### src/rtl/apb_requester.sv
// Single-requester APB bridge: decodes a one-cycle front-bus request into a
// one-hot PSEL, runs SETUP/ACCESS, and returns a registered completion pulse.
module apb_requester #(
  parameter int          ADDR_WIDTH = 32,
  parameter int          DATA_WIDTH = 32,
  parameter int          NUM_COMP   = 4,
  parameter logic [15:0] BASE_HI    = 16'h1000,
  parameter int          TIMEOUT    = 16
) (
  input  logic                  PCLK,
  input  logic                  PRESETn,
  input  logic                  transfer,
  input  logic                  write,
  input  logic [31:0]           addr,
  input  logic [DATA_WIDTH-1:0] wdata,
  output logic [DATA_WIDTH-1:0] rdata,
  output logic                  ready,
  output logic                  err,
  output logic [ADDR_WIDTH-1:0] PADDR,
  output logic [NUM_COMP-1:0]   PSEL,
  output logic                  PENABLE,
  output logic                  PWRITE,
  output logic [DATA_WIDTH-1:0] PWDATA,
  input  logic                  PREADY,
  input  logic [DATA_WIDTH-1:0] PRDATA
);

  localparam int                CNT_W    = $clog2(TIMEOUT);
  localparam logic [CNT_W-1:0]  CNT_LAST = CNT_W'(TIMEOUT - 1);

  typedef enum logic [1:0] {IDLE, SETUP, ACCESS} state_t;

  state_t                  state_q, state_d;
  logic [CNT_W-1:0]        cnt_q, cnt_d;
  logic [DATA_WIDTH-1:0]   rdata_q, rdata_d;
  logic                    ready_q, ready_d;
  logic                    err_q, err_d;
  logic [ADDR_WIDTH-1:0]   paddr_q, paddr_d;
  logic [NUM_COMP-1:0]     psel_q, psel_d;
  logic                    penable_q, penable_d;
  logic                    pwrite_q, pwrite_d;
  logic [DATA_WIDTH-1:0]   pwdata_q, pwdata_d;

  logic [3:0]              slot;
  logic                    mapped;
  logic [NUM_COMP-1:0]     sel_vec;
  logic                    timed_out;

  assign slot      = addr[15:12];
  assign mapped    = (addr[31:16] == BASE_HI) && ({1'b0, slot} < 5'(NUM_COMP));
  assign timed_out = (cnt_q == CNT_LAST);

  always_comb begin
    sel_vec = '0;
    for (int i = 0; i < NUM_COMP; i++) begin
      sel_vec[i] = (slot == 4'(i));
    end
  end

  always_ff @(posedge PCLK or negedge PRESETn) begin
    if (!PRESETn) state_q <= IDLE;
    else          state_q <= state_d;
  end

  always_comb begin
    state_d = state_q;
    case (state_q)
      IDLE:    if (transfer && mapped) state_d = SETUP;
      SETUP:   state_d = ACCESS;
      ACCESS:  if (PREADY || timed_out) state_d = IDLE;
      default: state_d = IDLE;
    endcase
  end

  // Address/data phase registers hold across idle so the bus does not toggle.
  always_comb begin
    cnt_d     = cnt_q;
    rdata_d   = rdata_q;
    ready_d   = 1'b0;
    err_d     = 1'b0;
    paddr_d   = paddr_q;
    psel_d    = psel_q;
    penable_d = penable_q;
    pwrite_d  = pwrite_q;
    pwdata_d  = pwdata_q;
    case (state_q)
      IDLE: begin
        if (transfer) begin
          if (mapped) begin
            paddr_d   = addr[ADDR_WIDTH-1:0];
            pwrite_d  = write;
            pwdata_d  = wdata;
            psel_d    = sel_vec;
            penable_d = 1'b0;
          end else begin
            ready_d = 1'b1;
            err_d   = 1'b1;
            rdata_d = '0;
          end
        end
      end
      SETUP: begin
        penable_d = 1'b1;
        cnt_d     = '0;
      end
      ACCESS: begin
        if (PREADY) begin
          ready_d   = 1'b1;
          rdata_d   = pwrite_q ? '0 : PRDATA;
          psel_d    = '0;
          penable_d = 1'b0;
        end else if (timed_out) begin
          ready_d   = 1'b1;
          err_d     = 1'b1;
          rdata_d   = '0;
          psel_d    = '0;
          penable_d = 1'b0;
        end else begin
          cnt_d = cnt_q + 1'b1;
        end
      end
      default: begin
        psel_d    = '0;
        penable_d = 1'b0;
      end
    endcase
  end

  always_ff @(posedge PCLK or negedge PRESETn) begin
    if (!PRESETn) begin
      cnt_q     <= '0;
      rdata_q   <= '0;
      ready_q   <= 1'b0;
      err_q     <= 1'b0;
      paddr_q   <= '0;
      psel_q    <= '0;
      penable_q <= 1'b0;
      pwrite_q  <= 1'b0;
      pwdata_q  <= '0;
    end else begin
      cnt_q     <= cnt_d;
      rdata_q   <= rdata_d;
      ready_q   <= ready_d;
      err_q     <= err_d;
      paddr_q   <= paddr_d;
      psel_q    <= psel_d;
      penable_q <= penable_d;
      pwrite_q  <= pwrite_d;
      pwdata_q  <= pwdata_d;
    end
  end

  assign rdata   = rdata_q;
  assign ready   = ready_q;
  assign err     = err_q;
  assign PADDR   = paddr_q;
  assign PSEL    = psel_q;
  assign PENABLE = penable_q;
  assign PWRITE  = pwrite_q;
  assign PWDATA  = pwdata_q;

endmodule

### config.mk
export PLATFORM = sky130hd
export DESIGN_NAME = apb_requester
export DESIGN_NICKNAME = d
export VERILOG_FILES = /design/src/rtl/apb_requester.sv
export SDC_FILE = /design/constraint.sdc
export NUM_CORES = 1
export LEC_CHECK = 0
export BUFFER_PORTS_ARGS = -buffer_cell sky130_fd_sc_hd__buf_2
export CAP_MARGIN = 20
export CORE_MARGIN = 2
export CORE_UTILIZATION = 25
export CTS_CLUSTER_DIAMETER = 100
export CTS_CLUSTER_SIZE = 30
export DETAILED_ROUTE_END_ITERATION = 6
export PLACE_DENSITY_LB_ADDON = 0.15
export SYNTH_ARGS = -nofsm -noshare
export SYNTH_HDL_FRONTEND = slang
export SYNTH_SLANG_ARGS = --single-unit
### constraint.sdc
create_clock -name PCLK -period 2.2 [get_ports PCLK]
set_input_delay 0.22 -clock PCLK [delete_from_list [all_inputs] [get_ports PCLK]]
set_output_delay 0.22 -clock PCLK [all_outputs]
set_load 0.02 [all_outputs]
==> results of run 1 <==
critical path, stage by stage (launching register included):
cell,delay [ns]
dfrtp_1,0.41
ha_1,0.25
and3_1,0.25
o21ai_0,0.21
nand2b_1,0.19
buf_4,0.30
a32o_1,0.22
power by group through the flow:
| stage | clock network [mW] | logic [mW] | registers (mW) |
|---|---|---|---|
| after floorplan | 0 | 0.0353 | 2.08 |
| after global placement | 0 | 0.196 | 2.08 |
| after detailed placement | 0 | 0.199 | 2.08 |
| after CTS | 1.56 | 0.201 | 2.03 |
| after global routing | 1.63 | 0.220 | 2.04 |
| final | 1.49 | 0.193 | 2.04 |
registers in the layout, summed over array words and instances, names as in the netlist:
signal   flops
PSEL         4
err          1
PWRITE       1
PWDATA      32
rdata       32
PADDR       32
ready        1
PENABLE      1
cnt_q        4
state_q      2
per-layer routing:
metal | track usage | vias up | part of all wire
li1 | - | 1476 | -
met1 | 0.142 | 1558 | 0.41
met2 | 0.188 | 145 | 0.47
met3 | 0.0537 | 13 | 0.10
met4 | 0.0424 | 0 | 0.015
met5 | 0 | - | 0
synth_stat cells:
cell type / n
buf_6: 9
and3_1: 2
o31ai_1: 4
o311ai_0: 1
nand2b_1: 2
a221oi_1: 1
nand2_1: 9
nor3_1: 2
ha_1: 1
and4b_1: 1
nor4_2: 1
a21oi_1: 4
nand4_1: 1
or4_1: 1
a32o_1: 32
mux2_4: 47
a211oi_1: 1
inv_2: 1
or3b_1: 1
nor4_1: 4
nand3_1: 3
o2111ai_1: 1
nor3_2: 1
nor2_1: 3
o21ai_4: 1
o211ai_1: 5
o21ai_1: 1
nor4b_2: 2
or2_2: 1
dfrtp_1: 110
o21ai_0: 2
inv_1: 5
clkbuf_1: 8
nand4_4: 1
and2_1: 17
kinds of logic after synthesis:
logic type / share of synthesized area
multiplexers: 0.159
AO/OA/AOI/OAI: 0.107
buffers and inverters: 0.0347
adder cells (fa/ha/maj): 0.00282
flip-flops: 0.620
AND/OR/NAND/NOR: 0.0764
per-stage QoR:
step	setup WS (ns)	power, mW	instances	cell area (µm²)	hold slack [ns]
detailed placement	0.198	2.27	708	5730	0.209
CTS	0.288	3.80	723	6010	0.0697
finish	0.304	3.72	723	6010	0.0859
global route	0.161	3.89	723	6010	0.0693
global placement	0.252	2.27	708	5730	0.202
floorplan	0.469	2.11	286	4440	-0.0756
path summary, 6_finish.rpt:
check	startpoint	endpoint	cells past startpoint
worst min-delay path	PRDATA[18]	rdata[18]	2
worst max register to register	cnt_q[0]	rdata[15]	6
worst min register to register	PADDR[28]	PADDR[28]	1
max in group asynchronous	PRESETn	PADDR[3]	3
min in group asynchronous	PRESETn	PADDR[10]	2
worst max-delay path	cnt_q[0]	rdata[15]	6
repair_timing:
action,CTS,global route
hold buffers,1,0
setup endpoints to repair,0,0
endpoints found under the hold margin,29,0
final cells by class:
| class | count | area share |
|---|---|---|
| flip-flops and latches | 110 | 0.458 |
| multi-input cells | 153 | 0.256 |
| repair buffers | 215 | 0.191 |
| well taps | 225 | 0.0469 |
| clock buffers | 9 | 0.0375 |
| clock inverters | 5 | 0.00646 |
| inverters | 6 | 0.00375 |
cell usage in the layout (no fill, tap or decap), drive strengths merged:
cell / synthesis / routed
buf: 9 / 214
dfrtp: 110 / 110
mux2: 47 / 47
a32o: 32 / 32
and2: 17 / 17
nand2: 9 / 9
clkbuf: 8 / 9
inv: 6 / 6
o211ai: 5 / 5
nor4: 5 / 5
a21oi: 4 / 4
o31ai: 4 / 4
clkinvlp: 0 / 4
o21ai: 4 / 4
nor2: 3 / 3
nand3: 3 / 3
nor3: 3 / 3
and3: 2 / 2
nand2b: 2 / 2
nor4b: 2 / 2
nand4: 2 / 2
or4: 1 / 1
or3b: 1 / 1
o2111ai: 1 / 1
o311ai: 1 / 1
a211oi: 1 / 1
or2: 1 / 1
and4b: 1 / 1
a221oi: 1 / 1
ha: 1 / 1
clkinv: 0 / 1
dlygate4sd3: 0 / 1
==> impl_metrics.csv, run 1 <==
group,metric,value,unit
run_status,status,"complete, no violations",
setup_path,cp.required,2.48,ns
die,die-height,137,µm
timing,min_period,1.90,ns
power_and_ir_drop,swShare,0.226,
synthesis,syn_nets,388,
synthesis,netlist_area,4440,µm²
timing,slew_headroom,0.563,
clocking,postCtsSetupBuffers,0,
clocking,cts.sinks,110,
routing,initialDrtViolationCount,81,
power_and_ir_drop,clockPowerShare,0.400,
clocking,clock_latency,0.35,ns
cells_and_area,n_antenna_cell,0,
setup_path,regToRegSetupSlack,0.30,ns
cells_and_area,drive_above_1_share,0.568,
routing,firstDrtPassIters,4,
die,dieArea,18800,µm²
cells_and_area,multiInputGateArea,1540,µm²
routing,remaining_drc_errors,0,
cells_and_area,nFillCells,1734,
place,port_buffers,204,
routing,routed_wl,11.3,mm
synthesis,synth_top_area_share,0.620,
timing,period_share,0.862,
clocking,root_buffer,"clkbuf_16",
power_and_ir_drop,power_density,619,nW/µm²
setup_path,startpoint_type,"flip-flop",
clocking,cts.clk_slew.worst_paths,0.08,ns
synthesis,ys_seq_area_frac,0.620,
timing,finalSetupViolCount,0,
timing,drv_slew,0,
timing,rsz0062_at_grt,"false",
power_and_ir_drop,p_leak,3.42,nW
global_route,grt_start_max_net_pins,71,
place,hpwl,8.13,mm
setup_path,cp.arrival,2.18,ns
cells_and_area,area.growth.synth_to_final,35.4,%
die,die_w,137,µm
global_route,grt.overflow.total,0,
power_and_ir_drop,p_int,2.88,mW
die,ios,205,
timing,fmax,527,MHz
setup_path,worstPathMaxFanout,25,
global_route,first_global_vias,3275,
die,core,17300,µm²
power_and_ir_drop,seq_power_share,0.548,
clocking,cts_tree,"yes",
synthesis,syn_area_per_cell,15.5,µm²
routing,final_antenna_net_count,0,
timing,max_slew.worst_pin.slew,0.649,ns
synthesis,ys_ff_latch,110,
clocking,ctsHtreeMaxLevel,3,
power_and_ir_drop,p_sw,0.841,mW
timing,final.setup.tns,0,ns
synthesis,synthTopCellsByArea,"dfrtp_1, mux2_4, a32o_1, and2_1, buf_6",
global_route,grt_pass1_wl,17.1,mm
routing,wl_per_cell,15.6,µm
power_and_ir_drop,ir_drop,342,µV
routing,via_per_inst,4.41,
place,gp_congestion,0.752,
setup_path,crit_type,"reg -> reg",
clocking,clock_path_buffers,2,
die,start_util,0.257,
routing,vias,3192,
setup_path,end_kind,"flip-flop",
global_route,grt_use_total,0.119,
global_route,antenna_found_initial,1,
die,fp-row-count,48,
cells_and_area,register_area,2750,µm²
synthesis,synth_top_area_cell,"dfrtp_1",
synthesis,syn-instance-count,286,
timing,finClkSkew,0.0100,ns
run,cap_violations,0,
synthesis,synth_cell_type_count,35,
timing,hold_viol,0,
power_and_ir_drop,combPwrFrac,0.052,
cells_and_area,final_core_util,0.347,
synthesis,ys_warn_count,0,
clocking,cts_buffers,9,
worst_hold_path,timing.hold.worst.class,"in -> reg",
clocking,ctsResizeCount,0,
cells_and_area,nets,597,
Power figures use the tool's default switching activity.
==> run 2: changes to the inputs <==
--- a/config.mk
+++ b/config.mk
@@ -5,6 +5,7 @@
 export SDC_FILE = /design/constraint.sdc
 export NUM_CORES = 1
 export LEC_CHECK = 0
+export ABC_AREA = 1
 export BUFFER_PORTS_ARGS = -buffer_cell sky130_fd_sc_hd__buf_2
 export CAP_MARGIN = 20
 export CORE_MARGIN = 2
==> run 2 against run 1 <==
Net effect: fmax grew 16%; flip-flop and latch count is the same; clock skew shrank 0.0045 ns; setup slack gained 0.26 ns; synthesized cell count grew 69%; total power grew 5.0%; final area shrank 1.5%; via count grew 16%; clock-buffer cell count grew 1; die area shrank 2.1%; critical path depth shrank 2; synthesized area shrank 2.1%; critical path type unchanged.
==> impl_metrics.csv, run 2 <==
group,metric,value,unit
setup_path,crit_type,"reg -> reg",
setup_path,r2r_start,"state_q[0]",
power_and_ir_drop,ir_drop,342,µV
synthesis,synthTopCellsByArea,"dfrtp_1, nand2_1, nand3_1, nor2_1, inv_1",
timing,hold_viol,0,
routing,final_antenna_net_count,0,
cells_and_area,fin_area,5910,µm²
synthesis,synth_top_area_share,0.634,
setup_path,cp.arrival,1.87,ns
timing,whs,0.0597,ns
setup_path,cp.required,2.43,ns
place,port_buffers,204,
synthesis,ys_top_cells_by_count,"nand2_1, dfrtp_1, nand3_1",
synthesis,synth_cell_type_count,24,
die,dieArea,18400,µm²
routing,highest_layer,"met4",
cells_and_area,area.growth.synth_to_final,36.2,%
clocking,clock_latency,0.35,ns
power_and_ir_drop,power_density,660,nW/µm²
clocking,postCtsSetupBuffers,0,
global_route,grt_use_total,0.128,
routing,initialDrtViolationCount,85,
clocking,root_buffer,"clkbuf_16",
die,ios,205,
timing,min_period,1.64,ns
clocking,ctsHtreeMaxLevel,3,
die,fp-row-count,48,
timing,period_share,0.746,
routing,vias,3717,
setup_path,reg2regPathDepth,4,
worst_hold_path,hp-start,"addr[8]",
synthesis,syn-instance-count,483,
routing,wl_per_cell,12.6,µm
die,die-height,136,µm
setup_path,startpoint_type,"flip-flop",
worst_hold_path,min_delay_path_depth,3,
synthesis,syn_nets,585,
global_route,grt.overflow.total,0,
die,core,17100,µm²
run_status,status,"complete, no violations",
cells_and_area,final_cell_mix,"nand2_1, buf_2, dfrtp_1, nand3_1, nor2_1",
global_route,grt_start_max_net_pins,111,
synthesis,syn_area_per_cell,8.99,µm²
clocking,cts_tree,"yes",
timing,slew_headroom,0.510,
synthesis,synth_top_area_cell,"dfrtp_1",
cells_and_area,final_core_util,0.346,
cells_and_area,drive_above_1_share,0.341,
routing,routed_wl,11.5,mm
setup_path,end_kind,"flip-flop",
setup_path,worstPathMaxFanout,34,
timing,rsz0062_at_grt,"false",
global_route,grt_pass1_wl,18.4,mm
global_route,first_global_vias,3767,
routing,firstDrtPassIters,4,
timing,final.setup.tns,0,ns
clocking,cts.clk_slew.worst_paths,0.07,ns
routing,wl_met1,4.89,mm
setup_path,regToRegSetupSlack,0.56,ns
timing,finClkSkew,0.00552,ns
run,cap_violations,0,
worst_hold_path,hold_end,"PADDR[8]",
timing,finalSetupViolCount,0,
synthesis,synth_flop_cell,"dfrtp_1",
global_route,antenna_found_initial,0,
synthesis,netlist_area,4340,µm²
die,die_w,136,µm
power_and_ir_drop,p_leak,3.62,nW
die,start_util,0.254,
timing,drv_slew,0,
clocking,clock_path_buffers,2,
routing,via_per_inst,4.06,
clocking,cts_buffers,9,
synthesis,ys_ff_latch,110,
timing,fmax,610,MHz
place,gp_congestion,0.742,
clocking,cts.sinks,110,
routing,dr_wl_met2,5.30,mm
cells_and_area,n_antenna_cell,0,
cells_and_area,nets,787,
routing,remaining_drc_errors,0,
synthesis,ys_seq_area_frac,0.634,
place,hpwl,8.04,mm
setup_path,r2r_end,"rdata[29]",
synthesis,async_flop_share,1.00,
routing,met3WireLength,1.12,mm
cells_and_area,layout_commonest_cell,"nand2_1",
worst_hold_path,timing.hold.worst.class,"in -> reg",
timing,max_slew.worst_pin.slew,0.735,ns
synthesis,synth_most_common_cell,"nand2_1",
place,dpl_cell_area,5600,µm²
synthesis,ys_warn_count,0,
synthesis,synth-edff-count,0,
## run 2: cell count changes after synthesis, sizes merged, moves of 3 or more
cell,delta
mux2,-47
nand3,+38
nor4,-5
buf,+5
nand2,+216
o211ai,-5
and2,-17
a32o,-32
nor2,+33
o31ai,-3
inv,+25
nand4,+3
## run 2: where the power goes
part           total, mW  internal [mW]  switching [mW]
sequential          2.03           2.03         0.00568
combinational      0.180         0.0800          0.0998
clock               1.69          0.922           0.767
## run 2: cells by family after synthesis
family	share of synthesized area
XOR/XNOR	0.00202
adder cells (fa/ha/maj)	0.00288
buffers and inverters	0.0585
AND/OR/NAND/NOR	0.293
flip-flops	0.634
AO/OA/AOI/OAI	0.00980
## run 2: stage by stage
step	power [mW]	setup WS (ns)	std cells
3_5_place_dp	2.26	0.483	898
5_1_grt	4.07	0.344	915
2_1_floorplan	2.11	0.805	483
6_report	3.90	0.559	915
4_1_cts	3.98	0.494	915
3_3_place_gp	2.26	0.545	898
## run 2: critical path: stages, from the launching register on
cell	delay, ns
dfrtp_1	0.42
nor2_4	0.17
nand3_2	0.58
nand3_1	0.27
nand2_1	0.07
## run 2: layout make-up
class,count,area [µm²]
inverter,32,121
sequential,110,2750
clock buffer,10,239
multi-input combinational,321,1340
tap,225,282
timing repair buffer,211,1120
fill,1832,11200
clock inverter,6,67.6
## run 2: metal layers
metal	GRT usage	vias to the layer above
met4	0.0521	0
li1	-	1877
met2	0.200	136
met1	0.160	1692
met5	0	-
met3	0.0468	12
## run 2: worst max path at each step
stage,from,end,slack [ns]
2_1_floorplan,cnt_q[0],rdata[10],0.81
3_5_place_dp,addr[15],err,0.48
3_3_place_gp,addr[15],err,0.55
6_report,state_q[0],rdata[29],0.56
5_1_grt,state_q[0],rdata[21],0.34
4_1_cts,state_q[0],rdata[29],0.49
## run 2: timing repair
| item | 4_1_cts | 5_1_grt |
|---|---|---|
| endpoints found under the hold margin | 110 | 0 |
| resized for setup | 0 | 0 |
| hold buffers | 1 | 0 |
